[src/rtl/messbauer_saw_tooth_generator.sv]
// Velocity-reference ramp generator for the Mossbauer drive DAC: prescaled channel counter with registered code/direction/start.
// Define MESSBAUER_SAW_TOOTH_REVERSE_SLOPE_EN for triangle mode (512 channels); default build is a 256-channel sawtooth.
module messbauer_saw_tooth_generator #(
  parameter int unsigned CLOCK_DIVIDER = 1
) (
  input  logic       clk,
  input  logic       areset,
  output logic [7:0] out_value,
  output logic [8:0] channel,
  output logic       direction,
  output logic       start
);

`ifdef MESSBAUER_SAW_TOOTH_REVERSE_SLOPE_EN
  localparam logic [8:0] LAST_CH = 9'd511;
`else
  localparam logic [8:0] LAST_CH = 9'd255;
`endif

  localparam logic [15:0] PCNT_MAX = 16'(CLOCK_DIVIDER - 1);

  logic [15:0] pcnt_q, pcnt_d;
  logic [8:0]  channel_q, channel_d;
  logic [7:0]  out_q, out_d;
  logic        dir_q, dir_d;
  logic        start_q, start_d;
  logic        tick;
  logic        wrap;

  assign tick = (pcnt_q == PCNT_MAX);
  assign wrap = (channel_q == LAST_CH);

  always_comb begin
    pcnt_d    = pcnt_q + 16'd1;
    channel_d = channel_q;
    start_d   = 1'b0;
    if (tick) begin
      pcnt_d  = '0;
      start_d = wrap;
      if (wrap) begin
        channel_d = '0;
      end else begin
        channel_d = channel_q + 9'd1;
      end
    end
  end

  // Code and direction derive from the next channel so they land in the same edge as the channel itself.
  always_comb begin
`ifdef MESSBAUER_SAW_TOOTH_REVERSE_SLOPE_EN
    out_d = channel_d[8] ? ~channel_d[7:0] : channel_d[7:0];
    dir_d = channel_d[8];
`else
    out_d = channel_d[7:0];
    dir_d = 1'b0;
`endif
  end

  always_ff @(posedge clk or posedge areset) begin
    if (areset) begin
      pcnt_q    <= '0;
      channel_q <= '0;
      out_q     <= '0;
      dir_q     <= 1'b0;
      start_q   <= 1'b0;
    end else begin
      pcnt_q    <= pcnt_d;
      channel_q <= channel_d;
      out_q     <= out_d;
      dir_q     <= dir_d;
      start_q   <= start_d;
    end
  end

  assign out_value = out_q;
  assign channel   = channel_q;
  assign direction = dir_q;
  assign start     = start_q;

endmodule

[config.mk]
export PLATFORM = sky130hd
export DESIGN_NAME = messbauer_saw_tooth_generator
export DESIGN_NICKNAME = d
export VERILOG_FILES = /design/src/rtl/messbauer_saw_tooth_generator.sv
export SDC_FILE = /design/constraint.sdc
export NUM_CORES = 1
export LEC_CHECK = 0
export CAP_MARGIN = 20
export CORE_ASPECT_RATIO = 1.1
export CORE_MARGIN = 5
export CORE_UTILIZATION = 56
export DETAILED_ROUTE_END_ITERATION = 8
export GPL_TIMING_DRIVEN = 0
export PLACE_DENSITY = 0.9
export SLEW_MARGIN = 15
export SYNTH_ARGS = -nofsm -noshare
export SYNTH_HDL_FRONTEND = slang
export SYNTH_SLANG_ARGS = --single-unit
[constraint.sdc]
create_clock -name clk -period 2.9 [get_ports clk]
set_clock_uncertainty 0.15 [all_clocks]
set_input_delay 0.58 -clock clk [delete_from_list [all_inputs] [get_ports clk]]
set_output_delay 0.58 -clock clk [all_outputs]
set_load 0.05 [all_outputs]
## Word-level counts from Yosys, hierarchy flattened

Cells that the tools add are included.

- Bits in registers: 26
- Bits of input ports: 2
- Output and inout port bits: 19
- Logic and storage cells: 11

- Add/subtract/negate cells: 2
- Eq/ne operators: 1
- Multiplexer cells: 3
- Reduce and logical (&&, ||, !) cells: 1

Operators by type and width:

| operator | count |
|---|---|
| 16-bit by 1-bit adder with 16-bit output, second input constant | 1 |
| 16-bit logical NOT | 1 |
| 16-bit 2-to-1 mux | 1 |
| 9-bit by 1-bit adder with 9-bit output, second input constant | 1 |
| 9-bit by 8-bit equality test with 1-bit output, second input constant | 1 |
| 9-bit 2-to-1 mux | 1 |
| 1-bit 2-to-1 mux | 1 |

## Depth between registers and ports, before layout

Gate-level depths: netlist (run 1).

- Word-level depth: 2
- Mapped depth: 7
- Gate-level depth less buffers: 6

## Least setup slack after synthesis (run 1)

No wires, ideal clock.

- Kind: register to register
- Start: reg channel_q[0], in the netlist channel[0]
- End: reg channel_q[7], in the netlist channel[7]
- Arrival time: 1.464 ns
- Data required time: 2.602 ns
- Slack: 1.138 ns
- Stages on the path, launching flop included: 6
- Period minus slack after synthesis: 1.762 ns
- Path through: dfrtp_1 -> ha_1 -> and4b_1 -> o21ai_0 -> o21ai_0 -> o21ai_0

- Cells in the longest elaborated chain, start to end: 2
- Elaborated cells on any way between the ends: 3
- Classes of those cells: add/sub: 1; eq/ne: 1; mux: 1

RTL lines:

| item | line | RTL |
|---|---|---|
| start, declared | 23 | `logic [8:0] channel_q, channel_d;` |
| start signal, assigned | 68 | `channel_q <= channel_d;` |
| 9-bit by 1-bit adder with 9-bit output / 9-bit by 8-bit equality test with 1-bit output (equally long branches) | 43, 31 |  |
| 9-bit 2-to-1 mux * | 40 | `if (wrap) begin` |

Mark *: on every way between the ends. The rest lies on a longest branch, timed or not.
A chain may end at the register's enable or synchronous reset.

==> metrics.yaml, run 1 <==
route:
  wl_um: 2549
  final_antenna_net_count: 0
  drcViolationCount: 0
  firstDrtPassIters: 4
  drt-vias-per-instance: 5.295
  wire_per_inst_um: 14.48
  dr_total_vias: 932
  drt-initial-drc-count: 14
sta:
  rsz0062_at_grt: "false"
  fin_ws_ns: 0.3890
  max_slew_margin_pct: 64.13
  report.final.slew_viol_count: 0
  setup_viol: 0
  post-route-min-period_ns: 2.511
  fin_crit_sh_pct: 86.59
  finalHoldViolCount: 0
  tightest_slew_ns: 0.5363
  max_freq_mhz: 398.2
  setup_tns_ns: 0
setup_path:
  critical_path_class: "reg2out"
  required_ns: 2.17
  cp-end-kind: "output pin"
  start_kind: "register"
  cp_max_fo: 8
  arrival_ns: 1.78
  cp_slowest_cell: "clkdlybuf4s50_1"
  critPathMaxStageDelay_ns: 0.79
  crit_chain: "buf_4 > clkdlybuf4s50_1"
logic_synthesis:
  synth_area_sq_um: 1280
  synthTopCellsByCount: "dfrtp_1 (26), xnor2_1 (13), nand2_1 (12), buf_4 (10), nand3_1 (10)"
  synth_area_leader_cell: "dfrtp_1"
  synth_most_common_cell: "dfrtp_1"
  ys_top_cells_by_area: "dfrtp_1 (51%), xnor2_1 (8.9%), buf_4 (5.9%), nand3_1 (3.9%), nand2_1 (3.5%)"
  syn_area_per_cell_sq_um: 10.49
  synth_ff_type: "dfrtp_1"
  ys_seq_area_share_pct: 50.83
  async_flop_share_pct: 100.0
  synth_edf_count: 0
  synth_warnings: 0
  yosysTopAreaCellShare_pct: 50.83
  synthesis.nets: 127
  netlist_instances: 122
  synth_seq_cells: 26
  ys_types: 24
final_layout:
  antennaDiodeCount: 0
  drive_gt1_share_pct: 14.38
  multi_input_area_sq_um: 539.3
  stdcell_count: 176
  area_growth_pct: 23.07
  regArea_sq_um: 650.6
  fin_nets: 152
  final_cell_area_sq_um: 1575
  num-fill-cells: 160
clock_network:
  clockRootBuffer: "clkbuf_4"
  post_cts_resized: 0
  insertion_delay_ns: 0.32
  cts-buffers-inserted: 3
  post_cts_buffers: 0
  clk_pin_slew_ns: 0.14
  htreeDepth: 1
  clock-sinks: 26
  cts_tree: "yes"
  clock_tree.buffer_depth: 2
  cts_hold_buf: 0
place:
  hpwl_um: 1941
  post-place-ws_ns: 0.7706
  numPortBuffers: 19
  numPlacedInstances: 171
  globalplace.congestion: 0.8274
  dpl_cell_area_sq_um: 1508
pwr:
  power_frac_comb_pct: 2.3
  power.total_w: 0.0006251
  p_sw_share_pct: 18.97
  p_int_w: 0.0005065
  leakage_nw: 0.7213
  p_switching_w: 0.0001186
  vdd_drop_max_mv: 0.3351
  power_density_nw_per_um2: 396.8
  clkPwrFrac_pct: 39.7
  power_frac_seq_pct: 58.0
job:
  maxCapViolations: 0
global_route:
  antenna_found_initial: 0
  grt_max_degree: 27
  grt_pass1_wl_um: 4340
  grt-ovfl-total: 0
  grt_usage_pct: 16.73
  grt_pass1_vias: 973
floorplanning:
  die_area_sq_um: 3343
  core_area_sq_um: 2207
  start_util_pct: 57.99
  fp-row-count: 18
  die-height_um: 60.14
  io_pins: 21
  die_w_um: 55.59
worst_hold_path:
  hold_class: "reg2reg"
run_status:
  outcome: "complete, no violations"
-- stage by stage --
stage               utilization (%)  hold WS (ns)
floorplan                         -        0.2998
global route                  71.37        0.3911
finish                        71.37        0.3579
detailed placement            68.31        0.3430
global placement              68.31        0.3212
CTS                           70.69        0.3635
-- worst paths after layout --
check / startpoint / to / slack (ns) / cells after the start
max: channel[2]$_DFFE_PP0N_ / out_value[2] / 0.39 / 2
min reg2reg: pcnt_q[0]$_DFF_PP0_ / pcnt_q[0]$_DFF_PP0_ / 0.36 / 1
min in group asynchronous: areset / pcnt_q[1]$_DFF_PP0_ / 0.43 / 2
max in group asynchronous: areset / pcnt_q[9]$_DFF_PP0_ / 1.71 / 3
max reg2reg: pcnt_q[0]$_DFF_PP0_ / channel[5]$_DFFE_PP0N_ / 1.00 / 6
min: pcnt_q[0]$_DFF_PP0_ / pcnt_q[0]$_DFF_PP0_ / 0.36 / 1
-- kinds of logic after synthesis --
| group | Yosys count | share of synthesized area (%) |
|---|---|---|
| simple gates | 51 | 23.17 |
| flops | 26 | 50.83 |
| fa+ha+maj | 3 | 2.933 |
| compound gates | 10 | 4.106 |
| xor+xnor | 17 | 11.63 |
| other cells | 1 | 0.2930 |
| buf+inv | 14 | 7.038 |
-- flip-flops by register name, indices dropped and copies added (netlist names) --
name	flops
start	1
channel	9
pcnt_q	16
-- routing by layer --
metal / part of all wire [%] / track usage (%) / vias to the layer above
met4: 2.8 / 9.375 / 0
met2: 50 / 29.73 / 20
met1: 42 / 18.80 / 449
met3: 4.6 / 3.672 / 6
li1: - / - / 457
met5: 0 / 0 / -
-- power groups by stage --
stage / combinational (W) / clock [W] / sequential [W]
after floorplan: 0.00000924 / 0 / 0.000369
after global placement: 0.0000119 / 0 / 0.000369
after detailed placement: 0.0000126 / 0 / 0.000369
after CTS: 0.0000126 / 0.000252 / 0.000363
after global routing: 0.0000166 / 0.000268 / 0.000363
final: 0.0000144 / 0.000248 / 0.000363
-- critical path: cells and delay by family, from the launching register on --
family,cells,cell delay (ns)
buf+inv,2,0.95
flops,1,0.51
-- placed cells by master, fill, tap and decap left out, drive strengths merged, types with 6 or more instances in the layout --
cell type,instances
o21ai,7
nand2,12
dfrtp,26
nor2,7
xnor2,13
buf,11
nand4,6
clkdlybuf4s50,19
nand3,10
-- cell type report --
class	instances	share of cell area, %
clock buffers	3	1.430
repair buffers	20	13.03
flip-flops and latches	26	41.30
well taps	30	2.383
multi-input cells	82	34.23
inverters	4	0.9531
plain buffers	10	4.766
clock inverters	1	1.906
(Power assumes the default switching activity.)
==> run 2, diff against run 1 <==
Settings changed: ABC_CLOCK_PERIOD_IN_PS set to 2900.
==> results of run 2 <==
The final DEF is identical to that of run 1; final timing and power are the same.
==> run 3, diff against run 2 <==
Settings changed: ABC_CLOCK_PERIOD_IN_PS 2900 to 2300, CAP_MARGIN 20 to not set, CORE_UTILIZATION 56 to 47, PLACE_DENSITY 0.9 to 0.82.
Clock period 2.9 ns to 2.3 ns, I/O delays scaled along.
==> run 3 against run 2 <==
Effect of this change:
- sequential power is 26% higher
- clock-buffer cell count stayed put
- first-iteration DRC count fell by 7.1%
- setup slack got worse by 0.31 ns
- global-route usage down 3.1 points
- total power up 26%
- sequential cell count did not move
- non-clock buffer count fell by 1
- cell area decreased by 0.79%
- combinational power increased by 4%
- sequential share of layout area increased by 0.33 points
- utilization down 11 points
- critical path type unchanged
- highest routed layer unchanged
==> metrics.yaml, run 3 (same netlist as run 1, synthesis figures left out) <==
run_status:
  outcome: "complete, no violations"
pwr:
  leakage_nw: 0.7826
  vdd_drop_max_mv: 0.3835
  power_density_nw_per_um2: 502.8
route:
  drcViolationCount: 0
  wire_per_inst_um: 13.62
  final_antenna_net_count: 0
  dr_total_vias: 940
  firstDrtPassIters: 4
  drt-vias-per-instance: 5.341
  drt-initial-drc-count: 13
  wl_um: 2397
place:
  numPortBuffers: 19
  globalplace.congestion: 0.8481
  numPlacedInstances: 172
  hpwl_um: 1776
final_layout:
  stdcell_count: 176
  area_growth_pct: 22.09
  final_cell_mix: "dfrtp_1 (26), xnor2_1 (13), nand2_1 (12), buf_4 (10), nand3_1 (10)"
  drive_gt1_share_pct: 13.79
  layout_commonest_cell: "dfrtp_1"
  fin_nets: 151
  largest_register_ffs: 16
  regMostFlops: "pcnt_q"
  antennaDiodeCount: 0
  fin_util_pct: 60.87
setup_path:
  arrival_ns: 1.61
  path_buf_inv: 1
  critical_path_class: "reg2out"
  cp_top_family: "buffers and inverters"
  crit_chain: "clkdlybuf4s50_1"
  cp_max_fo: 6
  critPathMaxStageDelay_ns: 0.84
  required_ns: 1.69
  cp-end-kind: "output pin"
  start_kind: "register"
  cp_slowest_cell: "clkdlybuf4s50_1"
floorplanning:
  io_pins: 21
  die_w_um: 59.76
  start_util_pct: 49.85
  fp-row-count: 19
  die-height_um: 64.74
  die_area_sq_um: 3868
  core_area_sq_um: 2567
clock_network:
  htreeDepth: 1
  clock-sinks: 26
  cts_tree: "yes"
  insertion_delay_ns: 0.32
  cts-buffers-inserted: 3
  clk_pin_slew_ns: 0.14
  clockRootBuffer: "clkbuf_4"
  clock_tree.buffer_depth: 2
sta:
  setup_viol: 0
  report.final.slew_viol_count: 0
  rsz0062_at_grt: "false"
  max_freq_mhz: 450.8
  finalHoldViolCount: 0
  tightest_slew_ns: 0.9635
  post-route-min-period_ns: 2.218
  max_slew_margin_pct: 35.70
  setup_tns_ns: 0
  fin_crit_sh_pct: 96.45
global_route:
  grt_pass1_vias: 919
  grt_max_degree: 27
  grt_pass1_wl_um: 4036
  antenna_found_initial: 0
  grt_usage_pct: 13.58
  grt-ovfl-total: 0
worst_hold_path:
  hold_class: "reg2reg"
job:
  maxCapViolations: 0
[run 3: cell count changes in the layout (fill, tap and decap cells not counted), sizes merged]
cell and delta:
dlymetal6s2s +4, buf -1, clkdlybuf4s50 -11, dlygate4sd2 +7
[run 3: report_power, final]
part	internal, W	switching, W
clock network	0.000176	0.000137
logic	0.00000273	0.0000123
registers	0.000457	0
total	0.000636	0.000150
[run 3: metal layers]
metal / routed length (um) / up-vias / GRT usage [%]
met2: 1176 / 29 / 23.38
met5: 0 / - / 0
met3: 165 / 4 / 1.984
li1: - / 455 / -
met1: 1029 / 452 / 16.58
met4: 26 / 0 / 5.817
[run 3: timing repair]
item                                    CTS  global route
endpoints found under the setup margin    7             4
setup buffers                             0             0
cloned                                    0             0
gates resized for setup                   7             4
hold buffers                              0             0
[run 3: final cells by class]
class,instances,area (sq um)
tap,31,38.79
clock buffer,3,22.52
clock inverter,1,30.03
multi-input combinational,82,539.3
fill,233,1005
timing repair buffer,19,191.4
buffer,10,75.07
inverter,4,15.01
sequential,26,650.6
[run 3: final timing paths]
path | end | from | slack, ns | depth (start not counted)
hold reg to reg | pcnt_q[0]$_DFF_PP0_ | pcnt_q[0]$_DFF_PP0_ | 0.35 | 1
max in group asynchronous | channel[3]$_DFFE_PP0N_ | areset | 0.92 | 2
min in group asynchronous | pcnt_q[15]$_DFF_PP0_ | areset | 0.50 | 2
setup reg to reg | channel[5]$_DFFE_PP0N_ | pcnt_q[0]$_DFF_PP0_ | 0.45 | 6
setup / recovery | channel[7] | channel[7]$_DFFE_PP0N_ | 0.08 | 1
hold / removal | pcnt_q[0]$_DFF_PP0_ | pcnt_q[0]$_DFF_PP0_ | 0.35 | 1
[run 3: through the flow]
step	instance area, sq um	power [W]	hold slack, ns	setup slack (ns)
6_report	1563	0.0007857	0.3511	0.08166
5_1_grt	1563	0.0008123	0.3873	0.006538
4_1_cts	1553	0.0007924	0.3557	0.003306
3_5_place_dp	1509	0.0004814	0.3375	0.2782
3_3_place_gp	1509	0.0004812	0.3219	0.3004
2_1_floorplan	1280	0.0004774	0.2998	0.5383
